<file path="config.mk">
export PLATFORM = sky130hd
export DESIGN_NAME = line_builder
export DESIGN_NICKNAME = d
export VERILOG_FILES = /design/src/rtl/line_builder.sv
export SDC_FILE = /design/constraint.sdc
export NUM_CORES = 1
export LEC_CHECK = 0
export CAP_MARGIN = 40
export CORE_MARGIN = 5
export CORE_UTILIZATION = 45
export DETAILED_ROUTE_END_ITERATION = 12
export PLACE_DENSITY = 0.69
export SLEW_MARGIN = 20
export SYNTH_ARGS = -nofsm -noshare
export SYNTH_HDL_FRONTEND = slang
export SYNTH_SLANG_ARGS = --single-unit
</file>
<file path="constraint.sdc">
create_clock -name clk_in -period 3.1 [get_ports clk_in]
set_clock_uncertainty 0.15 [all_clocks]
set_input_delay 0.62 -clock clk_in [delete_from_list [all_inputs] [get_ports clk_in]]
set_output_delay 0.62 -clock clk_in [all_outputs]
set_load 0.005 [all_outputs]
</file>
<file path="src/rtl/line_builder.sv">
// Line assembly for the data cache: SMA/LOADI take effect next edge, LOAD fills FMA_COUNT words over FMA_COUNT busy cycles.
// Write port holds until wr_ready_in; a SENDL against a stalled write parks in WAIT. Option: LINE_BUILDER_CLEAR_ON_SEND_EN.
module line_builder #(
  parameter int INSTRUCTION_WIDTH = 32,
  parameter int PRIVATE_REG_WIDTH = 16,
  parameter int DATA_WIDTH        = 16,
  parameter int FMA_COUNT         = 4,
  parameter int DATA_CACHE_DEPTH  = 4096,
  localparam int WORDS            = 3 * FMA_COUNT,
  localparam int ADDR_WIDTH       = $clog2(DATA_CACHE_DEPTH)
) (
  input  logic                          clk_in,
  input  logic                          rst_in,
  input  logic [INSTRUCTION_WIDTH-1:0]  instr_in,
  input  logic [PRIVATE_REG_WIDTH-1:0]  reg_a_in,
  input  logic [PRIVATE_REG_WIDTH-1:0]  reg_b_in,
  input  logic [PRIVATE_REG_WIDTH-1:0]  reg_c_in,
  input  logic                          instr_valid_in,
  output logic                          busy_out,
  output logic [ADDR_WIDTH-1:0]         wr_addr_out,
  output logic [WORDS*DATA_WIDTH-1:0]   wr_data_out,
  output logic                          wr_valid_out,
  input  logic                          wr_ready_in,
  output logic                          err_out
);

  localparam int IDXW = $clog2(WORDS);
  localparam int CW   = (FMA_COUNT > 1) ? $clog2(FMA_COUNT) : 1;

  localparam logic [3:0] OP_SMA   = 4'b0110;
  localparam logic [3:0] OP_LOADI = 4'b0111;
  localparam logic [3:0] OP_SENDL = 4'b1000;
  localparam logic [3:0] OP_LOAD  = 4'b1010;

`ifdef LINE_BUILDER_CLEAR_ON_SEND_EN
  localparam bit CLEAR_ON_SEND = 1'b1;
`else
  localparam bit CLEAR_ON_SEND = 1'b0;
`endif

  // Field [0:3] is the MSB nibble, so the struct is declared op-first.
  typedef struct packed {
    logic [3:0]  op;
    logic [3:0]  ra;
    logic [15:0] imm;
    logic [3:0]  rb;
    logic [3:0]  rc;
  } instr_t;

  typedef enum logic [1:0] {S_IDLE, S_FILL, S_WAIT} state_t;

  instr_t                             instr;
  state_t                             state_q, state_d;
  logic [WORDS-1:0][DATA_WIDTH-1:0]   line_q;
  logic [WORDS-1:0][DATA_WIDTH-1:0]   wr_line_q;
  logic [ADDR_WIDTH-1:0]              addr_reg, pend_addr, cap_addr;
  logic [DATA_WIDTH-1:0]              acc_q, diff_q;
  logic [1:0]                         slot_q;
  logic [CW-1:0]                      i_q;
  logic                               accept, err_set, capture;
  logic                               ra_word_ok, ra_slot_ok;
  logic [IDXW-1:0]                    ra_idx, fill_idx;
  logic                               unused_bits;

  assign instr       = instr_t'(instr_in);
  assign ra_word_ok  = 32'(instr.ra) < WORDS;
  assign ra_slot_ok  = instr.ra <= 4'd2;
  assign ra_idx      = IDXW'(instr.ra);
  assign fill_idx    = IDXW'(3 * 32'(i_q) + 32'(slot_q));
  assign wr_data_out = wr_line_q;
  assign unused_bits = ^{reg_a_in, reg_c_in, instr.rb, instr.rc, addr_reg};

  always_comb begin
    state_d  = state_q;
    err_set  = 1'b0;
    capture  = 1'b0;
    cap_addr = instr.imm[ADDR_WIDTH-1:0];
    accept   = instr_valid_in && !busy_out && (state_q == S_IDLE);
    if (instr_valid_in && busy_out) err_set = 1'b1;
    unique case (state_q)
      S_IDLE: begin
        if (accept) begin
          case (instr.op)
            OP_LOADI: if (!ra_word_ok) err_set = 1'b1;
            OP_LOAD:  if (ra_slot_ok) state_d = S_FILL; else err_set = 1'b1;
            OP_SENDL: if (!wr_valid_out || wr_ready_in) capture = 1'b1; else state_d = S_WAIT;
            default: ;
          endcase
        end
      end
      S_FILL: if (i_q == CW'(FMA_COUNT - 1)) state_d = S_IDLE;
      S_WAIT: begin
        // The parked SENDL commits on the edge that retires the stalled write.
        if (wr_ready_in) begin
          capture  = 1'b1;
          cap_addr = pend_addr;
          state_d  = S_IDLE;
        end
      end
      default: state_d = S_IDLE;
    endcase
  end

  always_ff @(posedge clk_in) begin
    if (rst_in) begin
      state_q  <= S_IDLE;
      busy_out <= 1'b0;
    end else begin
      state_q  <= state_d;
      busy_out <= (state_d != S_IDLE);
    end
  end

  always_ff @(posedge clk_in) begin
    if (rst_in) begin
      line_q       <= '0;
      wr_line_q    <= '0;
      wr_addr_out  <= '0;
      wr_valid_out <= 1'b0;
      err_out      <= 1'b0;
      addr_reg     <= '0;
      pend_addr    <= '0;
      acc_q        <= '0;
      diff_q       <= '0;
      slot_q       <= '0;
      i_q          <= '0;
    end else begin
      if (accept && instr.op == OP_SMA) addr_reg <= instr.imm[ADDR_WIDTH-1:0];
      if (accept && instr.op == OP_LOADI && ra_word_ok) line_q[ra_idx] <= DATA_WIDTH'(instr.imm);
      if (accept && instr.op == OP_LOAD && ra_slot_ok) begin
        slot_q <= instr.ra[1:0];
        diff_q <= DATA_WIDTH'(instr.imm);
        acc_q  <= DATA_WIDTH'(reg_b_in);
        i_q    <= '0;
      end
      if (accept && instr.op == OP_SENDL && state_d == S_WAIT) pend_addr <= instr.imm[ADDR_WIDTH-1:0];
      if (state_q == S_FILL) begin
        line_q[fill_idx] <= acc_q;
        acc_q            <= acc_q + diff_q;
        i_q              <= i_q + 1'b1;
      end
      if (capture) begin
        wr_line_q    <= line_q;
        wr_addr_out  <= cap_addr;
        wr_valid_out <= 1'b1;
        if (CLEAR_ON_SEND) line_q <= '0;
      end else if (wr_valid_out && wr_ready_in) begin
        wr_valid_out <= 1'b0;
      end
      if (err_set) err_out <= 1'b1;
    end
  end

endmodule
</file>
* After elaboration in Yosys (flattened, before gate mapping)
Cells that the tools add are included.
Word-level totals: flip-flop bits (word level) 449, output and inout bits 207, bits of input ports 84, logic and storage cells 105
Cells by class: order comparisons 6, muxes and demuxes 35, reductions and logical operators 19, equal/unequal tests 7, $add $sub $neg 3, multiply operators 1
Operator list (number):
- 192-bit 2-to-1 mux | 3
- 192-bit bitwise mux | 2
- 16-bit demux with 4-bit select | 2
- 16-bit 2-to-1 mux | 4
- 12-bit 2-to-1 mux | 2
- 16-bit adder | 1
- 2-bit 2-to-1 mux | 7
- 1-bit logical AND | 12
- 1-bit 2-to-1 mux | 11
- 4-bit by 5-bit less-than comparator with 1-bit output (second input constant) | 2
- 4-bit equality test (second input constant) | 2
- 4-bit by 1-bit greater-or-equal comparator with 1-bit output (second input constant) | 2
- 2-bit equality test (second input constant) | 3
- 2-bit one-hot mux with 3 select lines | 1
- 2-bit nonzero test | 3
- 4-bit by 2-bit adder with 4-bit output | 1
- 4-bit by 3-bit equality test with 1-bit output (second input constant) | 1
- 4-bit by 2-bit less-or-equal comparator with 1-bit output (second input constant) | 1
- 4-bit less-than comparator (second input constant) | 1
- 2-bit by 2-bit multiplier with 4-bit output (first input constant) | 1
- 1-bit one-hot mux with 2 select lines | 2
- 2-bit one-hot mux with 2 select lines | 1
- 2-bit by 1-bit adder with 2-bit output (second input constant) | 1
- 2-bit by 1-bit equality test with 1-bit output (second input constant) | 1
- other kinds (3) | 4

* Longest topological paths before layout
word-level depth 9, depth in mapped cells 9, gate-level depth less buffers 9

* Worst setup path before layout
No wires, ideal clock.
path type flip-flop to flip-flop, from register i_q[1], to register line_q[123] (netlist name), setup slack 374 ps, data arrival time 2439 ps, library setup time 138 ps, clock period less this slack 2726 ps, cell stages (with the launch flop) 9, path through dfxtp_1 -> fa_1 -> ha_1 -> fa_1 -> nor3b_1 -> nand3_1 -> clkbuf_1 -> nor2_1 -> a211oi_1
On the way: cells in the longest elaborated chain, start to end 8, elaborated cells on any way between the ends 9
RTL lines:
- from (decl) | RTL line 59 | logic [CW-1:0] i_q;
- from (signal assigned) | RTL line 140 | i_q <= i_q + 1'b1;
- 2-bit by 2-bit multiplier with 4-bit output * | RTL line 69 | assign fill_idx = IDXW'(3 * 32'(i_q) + 32'(slot_q));
- 4-bit by 2-bit adder with 4-bit output * | RTL line 69
- 4-bit by 5-bit less-than comparator with 1-bit output (implied by the code) / 4-bit by 1-bit greater-or-equal comparator with 1-bit output (equally long branches) | RTL line 138 | line_q[fill_idx] <= acc_q;
- 1-bit logical AND (implied by the code) | RTL line 138
- 16-bit 2-to-1 mux (implied by the code) | RTL line 138
- 16-bit demux with 4-bit select * | RTL line 138
- 192-bit bitwise mux * | RTL line 138
- 192-bit 2-to-1 mux * | RTL line 137 | if (state_q == S_FILL) begin
- to (signal, indexed assignment) | RTL line 129 | if (accept && instr.op == OP_LOADI && ra_word_ok) line_q[ra_idx] <= DATA_WIDTH'(instr.imm);
- to (signal, indexed assignment) | RTL line 138
- to (decl) | RTL line 54 | logic [WORDS-1:0][DATA_WIDTH-1:0] line_q;
Every way passes the cells marked *; elsewhere a longest branch is shown, timed or not. A chain may end at the register's enable or synchronous reset.

* Worst setup path after layout
from register i_q[1], to register line_q[106] (netlist name)
Same word-level chain as after synthesis.

==> reports/metrics.csv <==
metric,value,unit
routed len/inst,20.4,um
total gr overflow,0,
drt first pass iters,5,
CTS root buffer,clkbuf_16,
RSZ-0062 raised after global routing,no,
detailed router's first-iteration violation count,1464,
global-route wire length before repair,89800,um
Post-synth EDFFs,0,
Sw Share,0.215,
YS warnings,0,
Clock Power Share,0.488,
ys async rst share,0,
Clock Path Buffers,3,
syn_area_per_cell,8.50,sq um
die area,45300,sq um
Clock Latency Late Sink,590,ps
CTS tree,built,
# hold bufs at CTS,0,
fillcell total,3596,
Final Non-Filler Cells,2926,
vias in the first global route,15417,
initial antenna violation count,0,
share of layout cells above drive strength 1,0.0714,
worst hold slack,298,ps
DP HPWL,37100,um
GP Congestion,0.902,
leakage,9.49,nW
Starting Density,0.455,
# IOs,291,
Nets,2466,
Rel. slew slack,0.510,
P_int,9.52,mW
mapped cell area,18500,sq um
kind of critical path,reg -> reg,
Port Buffers,250,
worst-path fanout max,32,
switching power,2.60,mW
Finish-stage setup viols,0,
FMAX,352,MHz
Max Slew Vio Count,0,
Die X-Extent,213,um
Rows,74,
final core occ,0.575,
synth unique cells,49,
# clock sinks,449,
Reg power frac,0.477,
antenna-violating nets left,0,
Tmin final,2840,ps
WP buf/inv,1,
Clock H-tree levels,2,
Hold WC Path Type,reg -> reg,
#FFs+latches synth,449,
Fin Setup TNS,0,ps
CP most frequent cell,fa_1,
startpoint type of the worst setup path,flop,
outcome,finished clean,
vias,16429,
CP Data Arrival Time,3160,ps
critical path depth,7,
slew at the pin closest to its max-slew limit,732,ps
die height,213,um
post-synthesis cell count,2179,
clock slew at reported path FFs,60,ps
Ant. Diodes,0,
most frequent cells in the layout,"nand2_1 (502), dfxtp_1 (449), clkdlybuf4s50_1 (249)",
Layout area overhead,26.3,%
pwr/cell area,518,nW/um^2
"commonest non-fill, non-tap cell in the layout",nand2_1,
Critical Path RT,3420,ps
Via density,5.61,
DRC viols,0,
Final Hold Vio Count,0,
Post-Syn Nets,2284,
Placed Cells,2845,
core area,40700,sq um
combinational share of power,0.034,
crit end category,flop,
gr usage total,0.252,
Tot Pwr,12.1,mW
hold depth,2,
maximum vdd drop,353,uV
Maximum Capacitance Violations,0,
CTS buffer count,46,
slowest CP cell,fa_1,
sequential cell area fraction in the yosys report,0.485,
Critical Path Max Stage Delay,580,ps
reg2reg path depth,7,
largest net degree at the start of global routing,130,
worst-path cell chain,fa_1 -> ha_1 -> fa_1 -> nor3b_2 -> nand2_1 -> buf_4 -> a211oi_1,
Post-Route WL,59600,um
CP top delay family,adder cells,
ratio of final minimum period to clock period,0.917,
top_reg_cell synth,dfxtp_1,
==> flip-flops by register name, indices dropped and copies added, names as in the netlist, 2 cells and up <==
signal / flops
acc_q: 16
diff_q: 16
i_q: 2
line_q: 192
pend_addr: 12
slot_q: 2
state_q: 2
wr_addr_out: 12
wr_data_out: 192
==> cell usage after synthesis (all sizes together), types with 4 or more instances <==
cell type	n	area [sq um]
a21oi	236	1180
a21o	8	60.1
nand2	502	1880
buf	34	185
mux2i	202	2020
nor2b	7	43.8
a311oi	23	201
clkbuf	164	616
nand3	26	130
ha	18	225
a211oi	191	1430
and3	5	31.3
a31oi	4	25.0
o21ai	7	35.0
xnor2	8	70.1
nor3b	6	55.1
dfxtp	449	8990
nor2	237	890
inv	4	15.0
nand2b	6	37.5
==> tightest hold or removal path, cell delays in order (launching register included) <==
cell and delay, ps:
dfxtp_1 310, nand2_1 50, a21oi_1 50
==> cell families (layout without fill, tap and decap cells) <==
kind of cell / count (synthesis) / in the layout / share of synthesized area
simple gates: 806 / 806 / 0.173
buf+inv: 202 / 417 / 0.0440
xor+xnor: 11 / 11 / 0.00520
flops: 449 / 449 / 0.485
mux: 203 / 203 / 0.110
fa+ha+maj: 21 / 21 / 0.0154
compound gates: 487 / 487 / 0.168
==> worst paths after layout <==
path,endpoint,slack (ps),from
hold / removal,wr_data_out[77],300,wr_data_out[77]
setup reg to reg,line_q[106],260,i_q[1]
setup / recovery,line_q[106],260,i_q[1]
hold reg to reg,wr_data_out[77],300,wr_data_out[77]
==> through the flow <==
step                setup WS, ps  area (sq um)
floorplan                    374         18500
global placement            76.4         21800
detailed placement          44.1         21800
CTS                          148         23400
global route                82.1         23400
finish                       257         23400
==> power groups by stage <==
stage,logic (mW),registers [mW],clock network [mW]
2_1_floorplan,0.189,5.92,0
6_report,0.415,5.79,5.92
4_1_cts,0.408,5.79,6.02
3_3_place_gp,0.401,5.92,0
3_5_place_dp,0.406,5.92,0
5_1_grt,0.430,5.79,6.26
==> per-layer routing <==
metal  vias to the layer above  global-route usage  routed length, um  share of wire
li1                       7845                   -                  -              -
met1                      7831               0.347              25400           0.43
met2                       627               0.396              27300           0.46
met3                       126              0.0510               4620          0.077
met4                         0              0.0916               2300          0.039
met5                         -                   0                  0              0
==> layout make-up <==
type                       instances  area (sq um)  share of cell area
clock buffer                      63          1310              0.0557
clock inverter                    18           319              0.0136
inverter                           4          15.0            0.000641
multi-input combinational       1528          8750               0.374
sequential                       449          8990               0.384
tap                              532           666              0.0284
timing repair buffer             332          3360               0.144
==> what timing repair did <==
| action | in CTS | in global routing |
|---|---|---|
| gates resized for setup | 0 | 3 |
| setup endpoints to repair | 0 | 45 |
| setup buffers | 0 | 0 |
Note: power is estimated with default switching activity, not from simulation.
